## src/rtl/gsensor_spi_ctrl.sv

```systemverilog
// gsensor_spi_ctrl: autonomous SPI master sequencer for the ADXL345 accelerometer.
// After reset it waits a power-up margin and writes POWER_CTL, DATA_FORMAT and
// BW_RATE. It then burst-reads DATAX0..DATAZ1 once per SAMPLE_PERIOD while
// enable is high and presents the signed X/Y/Z samples with a one-cycle strobe.
//
// Ports:
//   clk_clk        system clock
//   reset_reset_n  asynchronous active-low reset
//   enable         sampling allowed while high (ignored during initialisation)
//   gsensor_SCLK   SPI clock, mode 3 (idles high)
//   gsensor_MOSI   master data out, MSB first, changes when SCLK falls
//   gsensor_MISO   slave data in, sampled when SCLK rises
//   gsensor_SS_n   chip select, active low
//   accel_x/y/z    signed samples, {DATAn1, DATAn0}
//   sample_valid   one-cycle pulse when accel_* update
//   init_done      sticky, high once the configuration writes have completed
//   busy           high while a transaction or its trailing guard interval runs
module gsensor_spi_ctrl #(
  parameter int unsigned CLK_DIV       = 25,
  parameter int unsigned SAMPLE_PERIOD = 500000,
  parameter logic [7:0]  PWR_CTL_VAL   = 8'h08,
  parameter logic [7:0]  DATA_FMT_VAL  = 8'h0B,
  parameter logic [7:0]  BW_RATE_VAL   = 8'h0A
) (
  input  logic        clk_clk,
  input  logic        reset_reset_n,
  input  logic        enable,
  output logic        gsensor_SCLK,
  output logic        gsensor_MOSI,
  input  logic        gsensor_MISO,
  output logic        gsensor_SS_n,
  output logic [15:0] accel_x,
  output logic [15:0] accel_y,
  output logic [15:0] accel_z,
  output logic        sample_valid,
  output logic        init_done,
  output logic        busy
);

  localparam int unsigned INIT_CYC = 16 * CLK_DIV;
  localparam int unsigned CNT_MAX  = (INIT_CYC > SAMPLE_PERIOD) ? INIT_CYC : SAMPLE_PERIOD;
  localparam int unsigned CNT_W    = $clog2(CNT_MAX);
  localparam int unsigned DIV_W    = $clog2(CLK_DIV);

  // Half-period tick numbering inside a transaction: odd ticks up to the last
  // edge are SCLK falls, even ticks are rises; SS_n rises one tick after the
  // last rise and the guard interval occupies the two ticks after that.
  localparam logic [6:0] WR_EDGES = 7'd32;   // 16 SCLK periods
  localparam logic [6:0] RD_EDGES = 7'd112;  // 56 SCLK periods

  typedef enum logic [2:0] {
    S_INIT_WAIT,
    S_CFG,
    S_IDLE,
    S_READ,
    S_UPDATE
  } state_t;

  state_t             state, state_nxt;
  logic [CNT_W-1:0]   cnt;
  logic [DIV_W-1:0]   div_cnt;
  logic [6:0]         tick, tick_nxt, last_edge;
  logic [1:0]         cfg_idx, load_idx;
  logic [55:0]        tx_sr, tx_load;
  logic [47:0]        rx_sr;
  logic               tick_fire, xfer_done, xfer_start;

  assign busy = (state == S_CFG) || (state == S_READ);

  always_comb begin
    last_edge = (state == S_READ) ? RD_EDGES : WR_EDGES;
    tick_fire = busy && (div_cnt == DIV_W'(CLK_DIV - 1));
    tick_nxt  = tick + 7'd1;
    xfer_done = tick_fire && (tick_nxt == last_edge + 7'd3);
  end

  always_comb begin
    state_nxt  = state;
    xfer_start = 1'b0;
    load_idx   = cfg_idx;
    case (state)
      S_INIT_WAIT: if (cnt == CNT_W'(INIT_CYC - 1)) begin
        state_nxt  = S_CFG;
        xfer_start = 1'b1;
        load_idx   = 2'd0;
      end
      S_CFG: if (xfer_done) begin
        if (cfg_idx == 2'd2) begin
          state_nxt = S_IDLE;
        end else begin
          xfer_start = 1'b1;
          load_idx   = cfg_idx + 2'd1;
        end
      end
      S_IDLE: if ((cnt == CNT_W'(SAMPLE_PERIOD - 1)) && enable) begin
        state_nxt  = S_READ;
        xfer_start = 1'b1;
      end
      S_READ:   if (xfer_done) state_nxt = S_UPDATE;
      S_UPDATE: state_nxt = S_IDLE;
      default:  state_nxt = S_INIT_WAIT;
    endcase

    if (state_nxt == S_READ) begin
      tx_load = {8'hF2, 48'h0};
    end else begin
      case (load_idx)
        2'd0:    tx_load = {8'h2D, PWR_CTL_VAL,  40'h0};
        2'd1:    tx_load = {8'h31, DATA_FMT_VAL, 40'h0};
        default: tx_load = {8'h2C, BW_RATE_VAL,  40'h0};
      endcase
    end
  end

  always_ff @(posedge clk_clk or negedge reset_reset_n) begin
    if (!reset_reset_n) state <= S_INIT_WAIT;
    else                state <= state_nxt;
  end

  // Period counter is shared with the power-up wait; after initialisation it
  // free-runs from each read start and parks at SAMPLE_PERIOD-1 until enable.
  always_ff @(posedge clk_clk or negedge reset_reset_n) begin
    if (!reset_reset_n) begin
      cnt       <= '0;
      cfg_idx   <= '0;
      init_done <= 1'b0;
    end else begin
      if (state == S_INIT_WAIT) begin
        cnt <= (state_nxt == S_CFG) ? '0 : cnt + 1'b1;
      end else if (state == S_CFG) begin
        cnt <= '0;
      end else if (xfer_start) begin
        cnt <= '0;
      end else if (cnt != CNT_W'(SAMPLE_PERIOD - 1)) begin
        cnt <= cnt + 1'b1;
      end
      if (xfer_start && (state_nxt == S_CFG)) cfg_idx <= load_idx;
      if ((state == S_CFG) && (state_nxt == S_IDLE)) init_done <= 1'b1;
    end
  end

  always_ff @(posedge clk_clk or negedge reset_reset_n) begin
    if (!reset_reset_n) begin
      gsensor_SCLK <= 1'b1;
      gsensor_SS_n <= 1'b1;
      gsensor_MOSI <= 1'b0;
      div_cnt      <= '0;
      tick         <= '0;
      tx_sr        <= '0;
      rx_sr        <= '0;
    end else if (xfer_start) begin
      gsensor_SS_n <= 1'b0;
      div_cnt      <= '0;
      tick         <= '0;
      tx_sr        <= tx_load;
    end else if (busy) begin
      if (tick_fire) begin
        div_cnt <= '0;
        tick    <= tick_nxt;
        if (tick_nxt <= last_edge) begin
          if (tick_nxt[0]) begin
            gsensor_SCLK <= 1'b0;
            gsensor_MOSI <= tx_sr[55];
            tx_sr        <= {tx_sr[54:0], 1'b0};
          end else begin
            gsensor_SCLK <= 1'b1;
            // The command byte falls off the top; bytes 1..6 remain.
            rx_sr        <= {rx_sr[46:0], gsensor_MISO};
          end
        end else if (tick_nxt == last_edge + 7'd1) begin
          gsensor_SS_n <= 1'b1;
          gsensor_MOSI <= 1'b0;
        end
      end else begin
        div_cnt <= div_cnt + 1'b1;
      end
    end
  end

  always_ff @(posedge clk_clk or negedge reset_reset_n) begin
    if (!reset_reset_n) begin
      accel_x      <= '0;
      accel_y      <= '0;
      accel_z      <= '0;
      sample_valid <= 1'b0;
    end else begin
      sample_valid <= (state == S_UPDATE);
      if (state == S_UPDATE) begin
        accel_x <= {rx_sr[39:32], rx_sr[47:40]};
        accel_y <= {rx_sr[23:16], rx_sr[31:24]};
        accel_z <= {rx_sr[7:0],   rx_sr[15:8]};
      end
    end
  end

endmodule

```

## config.mk

```make
export PLATFORM = sky130hd
export DESIGN_NAME = gsensor_spi_ctrl
export DESIGN_NICKNAME = d
export VERILOG_FILES = /design/src/rtl/gsensor_spi_ctrl.sv
export SDC_FILE = /design/constraint.sdc
export NUM_CORES = 1
export LEC_CHECK = 0
export BUFFER_PORTS_ARGS = -buffer_cell sky130_fd_sc_hd__buf_2
export CORE_MARGIN = 2
export CORE_UTILIZATION = 54
export CTS_CLUSTER_DIAMETER = 150
export DETAILED_ROUTE_END_ITERATION = 6
export PLACE_DENSITY = 0.72
export SYNTH_ARGS = -nofsm -noshare
export SYNTH_HDL_FRONTEND = slang
export SYNTH_SLANG_ARGS = --single-unit
```

## constraint.sdc

```tcl
create_clock -name clk_clk -period 6 [get_ports clk_clk]
set_input_delay 0.6 -clock clk_clk [delete_from_list [all_inputs] [get_ports clk_clk]]
set_output_delay 0.6 -clock clk_clk [all_outputs]
set_load 0.1 [all_outputs]
```

==> metrics.txt, run 1 <==
outcome=finished, final reports clean; share of Yosys cell area claimed by the top area cell type=0.553; worst min path class=in -> async; Die Width=116 µm; critical path's most frequent cell=ha_1; syn_nets=approximately 550; clk root buf=clkbuf_16; Post-Syn Area=0.00683 mm²; WP data arrival=4.44 ns; clock skew=a little over 0.009 ns; IO buf count=57; Max-Cap Viols=0; DRT Pass-1 Iters=4; Die ar.=~0.014 mm²; final WL=12.2 mm; Ys Warns=0; DP Wirelength=7.93 mm; post-synth cell types=56; worst ir drop on vdd=between 0.2 and 0.25 mV; Syn Area/Cell=12.7 µm²; slew margin rel.=0.361; share of layout cells above drive strength 1=0.329; largest net degree at the start of global routing=79; Reg clk slew, reported paths=0.06 ns; DRC errors left=0; Hold Fails Final Rpt=0; EDFF count, synth=0; # diodes=0; starting density of the core=0.548; R2R setup slack=1.85 ns; CTS Sinks=153; Vias=4146; largest area contributor in the netlist=dfrtp_1; CTS H-Tree Depth=4; Avg Vias per Cell=5.32; CTS tree=built; max-slew violations=0; final setup TNS=0 ns; flops & latches, synth=153; Wirelength per Cell=15.6 µm; Main synth FF type=dfrtp_1; slowest CP cell=nand4_4; row count=41; number of I/O pins=58; CTS max path bufs=2; Worst Setup Start Kind=register; Fillers=963; Layout Utilization=0.622; first-pass GRT wire length=20.4 mm; CP Max Fanout=49; reg-to-reg startpoint=tick[0]; FF-to-FF path depth=11; leak pwr=between 3 and 4 nW; grt total ovfl=0; critical path type=reg -> reg; Synth-to-Final Area Change=13.6%; First DRT Iteration DRCs=290; sequential-to-total area share from yosys stat=0.561; nets@finish=just over 600; CTS buffer count=17; die span in y=116 µm; fmax=241 MHz; slowest cell delay on critical path=0.79 ns; asr flop ratio synth=1.00; capture point of the worst reg-to-reg path=rx_sr[30]; CP endpoint kind=register; antenna-violating nets left=0; Worst Setup SP=tick[0]; Worst Path Required=6.29 ns; Resize count post-CTS=0; unrepaired setup endpoints after global routing=no; Area contributors post-synth=dfrtp_1, mux2_2, mux2i_1; vias in the first global route=4161; period utilization=0.692; gp weighted congestion=a little over 0.8; Slew @ Worst Pin=approximately 0.96 ns; core area=0.0125 mm²; Mapped Cells=537; Post-CTS Setup Bufs=0; post-layout min period=~4.2 ns; clk_lat worst skew=0.42 ns; initial antenna violation count=0; power per cell area=257 mW/mm²; Final setup viols=0; hold buffers post-CTS=0; CP Cell Sequence=ha_1 > and3_1 > nand3_1 > xnor2_1 > ha_1 > nand2_1 > nand4bb_4 > a2111oi_4 > a211oi_4 > nand4_4 > mux2_2; Tot GR Track Use=0.195
-- sequential cells by signal, summed over array words and instances (netlist names) --
name / cells
accel_x: 16
accel_y: 16
accel_z: 16
cfg_idx: 2
cnt: 19
div_cnt: 5
gsensor_MOSI: 1
gsensor_SCLK: 1
gsensor_SS_n: 1
init_done: 1
rx_sr: 48
sample_valid: 1
state: 3
tick: 7
tx_sr: 16
-- worst max-delay path, delay by kind of cell, from the launching register on --
kind	cells	cell delay (ns)
DFF	1	0.62
adders and majority gates	2	0.62
AOI/OAI and AO/OA	2	0.61
and+or+nand+nor	5	1.39
xor gates and xnor gates	1	0.16
muxes	1	0.59
-- stage by stage --
stage / cells / power (mW) / hold slack, ns / area [µm²] / setup WS, ns
global placement: 750 / 1.07 / 0.482 / 7240 / 1.96
floorplan: 537 / 1.05 / 0.304 / 6830 / 2.56
detailed placement: 750 / 1.07 / 0.475 / 7240 / 1.87
global route: 780 / 2.06 / 0.245 / 7750 / 1.50
CTS: 780 / 2.01 / 0.215 / 7750 / 1.83
finish: 780 / 1.99 / 0.187 / 7750 / 1.85
-- power by group --
part | switching (mW) | internal (mW) | total (mW)
clock | 0.396 | 0.544 | 0.940
sequential | 0 | 1.03 | 1.03
combinational | 0.0191 | 0.00183 | 0.0209
total | 0.415 | 1.58 | 1.99
-- final cells by class --
class                      instances  area, µm²  area share
tap                              172        215      0.0278
timing repair buffer              62        329      0.0424
sequential                       153       3830       0.494
inverter                          14       52.6     0.00678
clock inverter                     7       46.3     0.00597
multi-input combinational        349       2810       0.363
clock buffer                      23        468      0.0603
-- cell families (layout without fill, tap and decap cells) --
kind of cell | count (synthesis) | in the layout | share of synthesized area
simple gates | 147 | 147 | 0.114
xor+xnor | 22 | 22 | 0.0282
fa+ha+maj | 11 | 11 | 0.0202
flops | 153 | 153 | 0.561
mux | 115 | 115 | 0.191
buf+inv | 35 | 106 | 0.0273
compound gates | 54 | 54 | 0.0579
-- worst max path at each step --
stage | to | slack (ns) | depth (start not counted)
6_report | rx_sr[30] | 1.85 | 11
5_1_grt | rx_sr[30] | 1.50 | 11
4_1_cts | rx_sr[30] | 1.83 | 11
3_5_place_dp | rx_sr[40] | 1.87 | 11
3_3_place_gp | rx_sr[40] | 1.96 | 11
2_1_floorplan | tx_sr[52] | 2.56 | 11
-- cells in the mapped netlist, types with 3 or more instances --
master	instances
nor3b_1	3
nor3_1	10
nand2_1	35
nand2b_1	5
mux2_4	9
inv_1	13
buf_6	3
mux2i_1	17
xor2_1	13
nand3_1	11
and3_1	8
or3_1	5
clkbuf_1	10
o21ai_0	17
and2_1	3
ha_1	11
buf_4	4
a21oi_1	17
xnor2_1	9
dfrtp_1	151
nand4_1	8
nor2_1	41
mux2_2	88
-- cells in the final DEF (no fill, tap or decap), drive strengths merged, types with 5 or more instances in the layout --
master / count
a21oi: 17
and3: 8
buf: 62
clkbuf: 23
dfrtp: 151
ha: 11
inv: 15
mux2: 98
mux2i: 17
nand2: 35
nand2b: 5
nand3: 11
nand4: 9
nor2: 41
nor3: 10
o21ai: 17
or3: 5
xnor2: 9
xor2: 13
-- metal layers --
layer  GRT usage  up-vias  routed length [µm]
li1            -     2006                   -
met1       0.257     2077                5590
met2       0.316       51                6040
met3      0.0498       12                 363
met4      0.0683        0                 157
met5           0        -                   0
Note: power is estimated with default switching activity, not from simulation.
==> run 2: changes to the inputs <==
ABC_AREA = 1   (was unset)
clock period = 4.15 ns   (was 6 ns; I/O delays follow)
==> metrics.txt, run 2 <==
final setup TNS=0 ns (unchanged); starting density of the core=0.553 (was 0.548); die span in y=118 µm (was 116 µm); capture point of the worst reg-to-reg path=rx_sr[7] (was rx_sr[30]); Post-CTS Setup Bufs=0 (unchanged); worst min path class=in -> async (unchanged); CTS Sinks=153 (unchanged); Final setup viols=0 (unchanged); Wirelength per Cell=13.2 µm (was 15.6 µm); slowest cell delay on critical path=0.75 ns (was 0.79 ns); First DRT Iteration DRCs=483 (was 290); Worst Setup Start Kind=register (unchanged); Largest regs=rx_sr x48, cnt x19 (unchanged); WP buf/inv=3 (was 0); outcome=finished, final reports clean (unchanged); power per cell area=375 mW/mm² (was 257 mW/mm²); CTS tree=built (unchanged); number of I/O pins=58 (unchanged); worst ir drop on vdd=0.200 mV (was 0.219 mV); Die Width=118 µm (was 116 µm); slowest CP cell=nand3_4 (was nand4_4); hold buffers post-CTS=0 (unchanged); DRC errors left=0 (unchanged); final WL=13.8 mm (was 12.2 mm); commonest non-fill, non-tap cells in the layout=nand2_1, dfrtp_1, inv_1 (was dfrtp_1, mux2_2, buf_2); fmax=290 MHz (was 241 MHz); EDFF count, synth=0 (unchanged); Vias=5424 (was 4146); first-pass GRT wire length=24.3 mm (was 20.4 mm); sequential-to-total area share from yosys stat=0.549 (was 0.561); initial antenna violation count=0 (unchanged); antenna-violating nets left=0 (unchanged); Resize count post-CTS=0 (unchanged); IO buf count=57 (unchanged); Max-Cap Viols=0 (unchanged); CTS H-Tree Depth=4 (unchanged); nets@finish=878 (was 612); CP Cell Sequence=inv_1 > ha_1 > nand2_1 > nor2_1 > nand2_1 > inv_1 > nand3_2 > nor2_4 > nand2_2 > nand2_4 > inv_4 > nand3_4 > o21ai_0 (was ha_1 > and3_1 > nand3_1 > xnor2_1 > ha_1 > nand2_1 > nand4bb_4 > a2111oi_4 > a211oi_4 > nand4_4 > mux2_2); clock skew=0.00831 ns (was 0.00908 ns); Worst Setup EP=rx_sr[7] (was rx_sr[30]); CP Depth=13 (was 11); Syn Area/Cell=8.64 µm² (was 12.7 µm²); WP data arrival=3.74 ns (was 4.44 ns); critical path type=reg -> reg (unchanged); gp weighted congestion=0.902 (was 0.805); clk_lat worst skew=0.42 ns (about the same); max-slew violations=0 (unchanged); most common cell in the netlist=nand2_1 (was dfrtp_1); Post-synth top cells=nand2_1, dfrtp_1, inv_1 (was dfrtp_1, mux2_2, nor2_1); Reg with most FFs=rx_sr (unchanged); vias in the first global route=5217 (was 4161); Tot Pwr=2.98 mW (was 1.99 mW); period utilization=0.830 (was 0.692); Die ar.=0.0138 mm² (was 0.0136 mm²); FF-to-FF path depth=13 (was 11); Avg Vias per Cell=5.18 (was 5.32); CTS max path bufs=2 (unchanged); # diodes=0 (unchanged); Mapped Cells=807 (was 537); M1 WL=6.53 mm (was 5.59 mm); Synth-to-Final Area Change=13.7% (was 13.6%); asr flop ratio synth=1.00 (unchanged); Largest register FFs=48 (unchanged); largest area contributor in the netlist=dfrtp_1 (unchanged); total placed instance area=0.00737 mm² (was 0.00724 mm²); syn_nets=822 (was 552); Post-Syn Area=0.00697 mm² (was 0.00683 mm²); R2R setup slack=0.71 ns (was 1.85 ns); DP Wirelength=9.32 mm (was 7.93 mm); slew margin rel.=0.286 (was 0.361); Worst Setup SP=div_cnt[0] (was tick[0]); share of Yosys cell area claimed by the top area cell type=0.542 (was 0.553); core area=0.0126 mm² (was 0.0125 mm²); Top delay family on crit path=simple AND/OR/NAND/NOR gates (unchanged); met3 wire len=500 µm (was 363 µm); share of layout cells above drive strength 1=0.156 (was 0.329); final hold slack=0.106 ns (was 0.187 ns); CTS buffer count=17 (unchanged); leak pwr=3.78 nW (about the same); Tot GR Track Use=0.212 (was 0.195); Reg clk slew, reported paths=0.06 ns (about the same); flops & latches, synth=153 (unchanged); post-layout min period=3.44 ns (was 4.15 ns); DRT Pass-1 Iters=5 (was 4); Worst Path Required=4.45 ns (was 6.29 ns); clk root buf=clkbuf_16 (unchanged); max layer used=met4 (unchanged); Main synth FF type=dfrtp_1 (unchanged); reg-to-reg startpoint=div_cnt[0] (was tick[0]); CP endpoint kind=register (unchanged); unrepaired setup endpoints after global routing=no (unchanged); grt total ovfl=0 (unchanged); largest net degree at the start of global routing=107 (was 79); Area contributors post-synth=dfrtp_1, nand2_1, o21ai_0 (was dfrtp_1, mux2_2, mux2i_1); row count=41 (unchanged); met2 wire len=6.60 mm (was 6.04 mm); Ys Warns=0 (unchanged); CP Max Fanout=97 (was 49); Slew @ Worst Pin=1.07 ns (was 0.959 ns); Hold Fails Final Rpt=0 (unchanged); commonest non-fill, non-tap cell in the layout=nand2_1 (was dfrtp_1); post-synth cell types=39 (was 56); final instance area=0.00793 mm² (was 0.00775 mm²)
-- run 2: changes by cell type after synthesis, sizes merged, moves of 8 or more --
cell | before | now
nand2 | 35 | 203
nor2 | 41 | 68
nand3 | 11 | 43
o21ai | 17 | 119
mux2 | 98 | 0
mux2i | 17 | 0
and3 | 8 | 0
inv | 14 | 116
-- run 2: logic make-up (layout without fill, tap and decap cells) --
group | after synthesis | in the layout | synth area share
flip-flops | 153 | 153 | 0.549
AND/OR/NAND/NOR | 349 | 349 | 0.222
XOR/XNOR | 9 | 9 | 0.0113
AO/OA/AOI/OAI | 146 | 146 | 0.116
adder cells (fa/ha/maj) | 11 | 11 | 0.0197
buffers and inverters | 139 | 208 | 0.0818
-- run 2: stage by stage --
| stage | worst slack (ns) | instances | util |
|---|---|---|---|
| 3_3_place_gp | 0.947 | 1016 | 0.584 |
| 6_report | 0.706 | 1048 | 0.629 |
| 4_1_cts | 0.703 | 1048 | 0.629 |
| 3_5_place_dp | 0.698 | 1016 | 0.584 |
| 2_1_floorplan | 1.73 | 807 | - |
| 5_1_grt | 0.283 | 1048 | 0.629 |
-- run 2: worst min-delay path by stage --
stage,from,endpoint,slack (ns),cells past startpoint
after floorplan,reset_reset_n,accel_x[0],0.12,0
after global placement,init_done,init_done,0.45,2
after detailed placement,accel_x[8],accel_x[8],0.47,2
after CTS,reset_reset_n,tick[5],0.15,1
after global routing,reset_reset_n,init_done,0.19,1
final,reset_reset_n,init_done,0.11,1
-- run 2: worst register-to-register path: stages (launching register included) --
cell	delay [ns]
dfrtp_1	0.39
inv_1	0.08
ha_1	0.19
nand2_1	0.06
nor2_1	0.05
nand2_1	0.33
inv_1	0.34
nand3_2	0.19
nor2_4	0.05
nand2_2	0.09
nand2_4	0.15
inv_4	0.14
nand3_4	0.75
o21ai_0	0.53
-- run 2: layout make-up --
cell class	count	area [µm²]
clock inverters	13	116
repair buffers	60	314
inverters	116	438
flip-flops and latches	153	3830
well taps	172	215
fillers	1046	4690
clock buffers	19	443
multi-input cells	515	2570
-- run 2: per-layer routing --
metal	track usage	vias to the layer above
met4	0.0813	0
met1	0.296	2605
met3	0.0436	19
li1	-	2686
met5	0	-
met2	0.328	114
-- run 2: power breakdown --
part,leakage (nW),switching (mW),internal [mW],total [mW]
registers,2.08,0,1.49,1.49
logic,1.42,0.0281,0.00304,0.0312
clock network,0.276,0.609,0.844,1.45
total,3.78,0.637,2.34,2.98
==> run 3: changes to the inputs <==
PLACE_DENSITY = 0.75   (was 0.72)
clock period = 2.75 ns   (was 4.15 ns; I/O delays follow)
==> metrics.txt, run 3 (same netlist as run 2, synthesis figures left out) <==
outcome=finished, final reports clean (unchanged); clk_lat worst skew=0.43 ns (was 0.42 ns); DRC errors left=0 (unchanged); # diodes=0 (unchanged); final WL=14.2 mm (was 13.8 mm); fmax=411 MHz (was 290 MHz); starting density of the core=0.553 (unchanged); CTS H-Tree Depth=4 (unchanged); CP Depth=13 (unchanged); Synth-to-Final Area Change=16.9% (was 13.7%); Hold Fails Final Rpt=0 (unchanged); FF-to-FF path depth=13 (unchanged); Worst Setup SP=tick[1] (was div_cnt[0]); CP endpoint kind=register (unchanged); vias in the first global route=5247 (was 5217); CTS max path bufs=2 (unchanged); Top delay family on crit path=simple AND/OR/NAND/NOR gates (unchanged); Largest register FFs=48 (unchanged); pre-CTS setup slack=0.241 ns (was 0.698 ns); critical path type=reg -> reg (unchanged); WP buf/inv=2 (was 3); slowest CP cell=dfrtp_1 (was nand3_4); Setup WS post-layout=0.316 ns (was 0.706 ns); post-layout min period=2.43 ns (was 3.44 ns); largest net degree at the start of global routing=64 (was 107); commonest non-fill, non-tap cells in the layout=nand2_1, dfrtp_1, inv_1 (unchanged); Tot GR Track Use=0.217 (was 0.212); gp weighted congestion=0.846 (was 0.902); die span in y=118 µm (unchanged); First DRT Iteration DRCs=370 (was 483); slew margin rel.=0.610 (was 0.286); DP Wirelength=9.53 mm (was 9.32 mm); period utilization=0.885 (was 0.830); clock skew=0.0162 ns (was 0.00831 ns); Worst Path Required=3.07 ns (was 4.45 ns); first-pass GRT wire length=24.5 mm (was 24.3 mm); Largest regs=rx_sr x48, cnt x19 (unchanged); Wirelength per Cell=13.3 µm (was 13.2 µm); WP data arrival=2.76 ns (was 3.74 ns); worst min path class=in -> reg (was in -> async); Reg with most FFs=rx_sr (unchanged); capture point of the worst reg-to-reg path=div_cnt[3] (was rx_sr[7]); Die ar.=0.0138 mm² (unchanged); slowest cell delay on critical path=0.35 ns (was 0.75 ns); Reg clk slew, reported paths=0.06 ns (about the same); final instance area=0.00815 mm² (was 0.00793 mm²); Avg Vias per Cell=5.06 (was 5.18); DRT Pass-1 Iters=5 (unchanged); Worst Setup Start Kind=register (unchanged); CTS buffer count=17 (unchanged); antenna-violating nets left=0 (unchanged); IO buf count=57 (unchanged); CTS tree=built (unchanged); Final setup viols=0 (unchanged); Vias=5396 (was 5424); number of I/O pins=58 (unchanged); CTS Sinks=153 (unchanged); total placed instance area=0.00751 mm² (was 0.00737 mm²); clk root buf=clkbuf_16 (unchanged); row count=41 (unchanged); Slew @ Worst Pin=0.584 ns (was 1.07 ns); Die Width=118 µm (unchanged); max-slew violations=0 (unchanged); R2R setup slack=0.32 ns (was 0.71 ns); grt total ovfl=0 (unchanged); unrepaired setup endpoints after global routing=no (unchanged); final setup TNS=0 ns (unchanged); share of layout cells above drive strength 1=0.173 (was 0.156); core area=0.0126 mm² (unchanged); Worst Setup EP=div_cnt[3] (was rx_sr[7]); nets@finish=896 (was 878); leak pwr=3.91 nW (was 3.78 nW); reg-to-reg startpoint=tick[1] (was div_cnt[0]); Max-Cap Viols=0 (unchanged); initial antenna violation count=0 (unchanged); CP Max Fanout=17 (was 97); worst ir drop on vdd=0.470 mV (was 0.200 mV); power per cell area=569 mW/mm² (was 375 mW/mm²); commonest non-fill, non-tap cell in the layout=nand2_1 (unchanged); CP Cell Sequence=ha_1 > nand2_1 > o21ai_0 > o21ai_0 > ha_1 > nand4_1 > nor2_4 > nand2_2 > nand2_4 > buf_4 > nor2_1 > inv_1 > o31ai_1 (was inv_1 > ha_1 > nand2_1 > nor2_1 > nand2_1 > inv_1 > nand3_2 > nor2_4 > nand2_2 > nand2_4 > inv_4 > nand3_4 > o21ai_0)
-- run 3: changes by cell type in the layout (fill, tap and decap cells not counted), moves of 2 or more --
cell	before	now
buf_12	0	3
buf_4	3	16
clkinv_4	1	5
clkinv_2	5	3
-- run 3: worst min path at each step --
stage,startpoint,to,slack [ns],cells past startpoint
floorplan,reset_reset_n,accel_x[0],-0.02,0
global placement,reset_reset_n,tick[2],0.29,1
detailed placement,reset_reset_n,tick[2],0.29,1
CTS,gsensor_MISO,rx_sr[0],0.10,3
global route,gsensor_MISO,rx_sr[0],0.11,3
finish,gsensor_MISO,rx_sr[0],0.10,3
-- run 3: through the flow --
| step | std cells | hold WS [ns] | power (mW) | util |
|---|---|---|---|---|
| after global placement | 1029 | 0.293 | 2.35 | 0.595 |
| after floorplan | 807 | -0.0206 | 2.29 | - |
| final | 1066 | 0.101 | 4.64 | 0.646 |
| after CTS | 1062 | 0.101 | 4.67 | 0.643 |
| after detailed placement | 1029 | 0.288 | 2.35 | 0.595 |
| after global routing | 1066 | 0.111 | 4.78 | 0.646 |
-- run 3: worst min-delay path, delay by kind of cell --
kind                   cells  cell delay [ns]
buffers and inverters      2             0.14
AOI/OAI and AO/OA          1             0.07
-- run 3: layout make-up --
cell class / instances / area (µm²)
timing repair buffer: 77 / 482
tap: 172 / 215
multi-input combinational: 516 / 2590
inverter: 116 / 438
clock inverter: 13 / 144
clock buffer: 19 / 453
fill: 1074 / 4470
sequential: 153 / 3830
-- run 3: report_power, final --
part           switching, mW  internal (mW)  leakage [nW]
Sequential                 0           2.25          2.08
Clock                  0.942           1.39         0.294
Combinational         0.0439        0.00844          1.53
-- run 3: per-layer routing --
layer  track usage  up-vias  share of wire
met1         0.298     2534           0.48
met5             0        -              0
met3        0.0523       21          0.042
li1              -     2729              -
met2         0.345      112           0.47
met4        0.0640        0          0.014
-- run 3: what timing repair did --
action,4_1_cts,5_1_grt
endpoints found under the setup margin,0,38
hold buffers,1,0
hold endpoints to repair,60,0
gates resized for setup,0,1
setup buffers,0,3
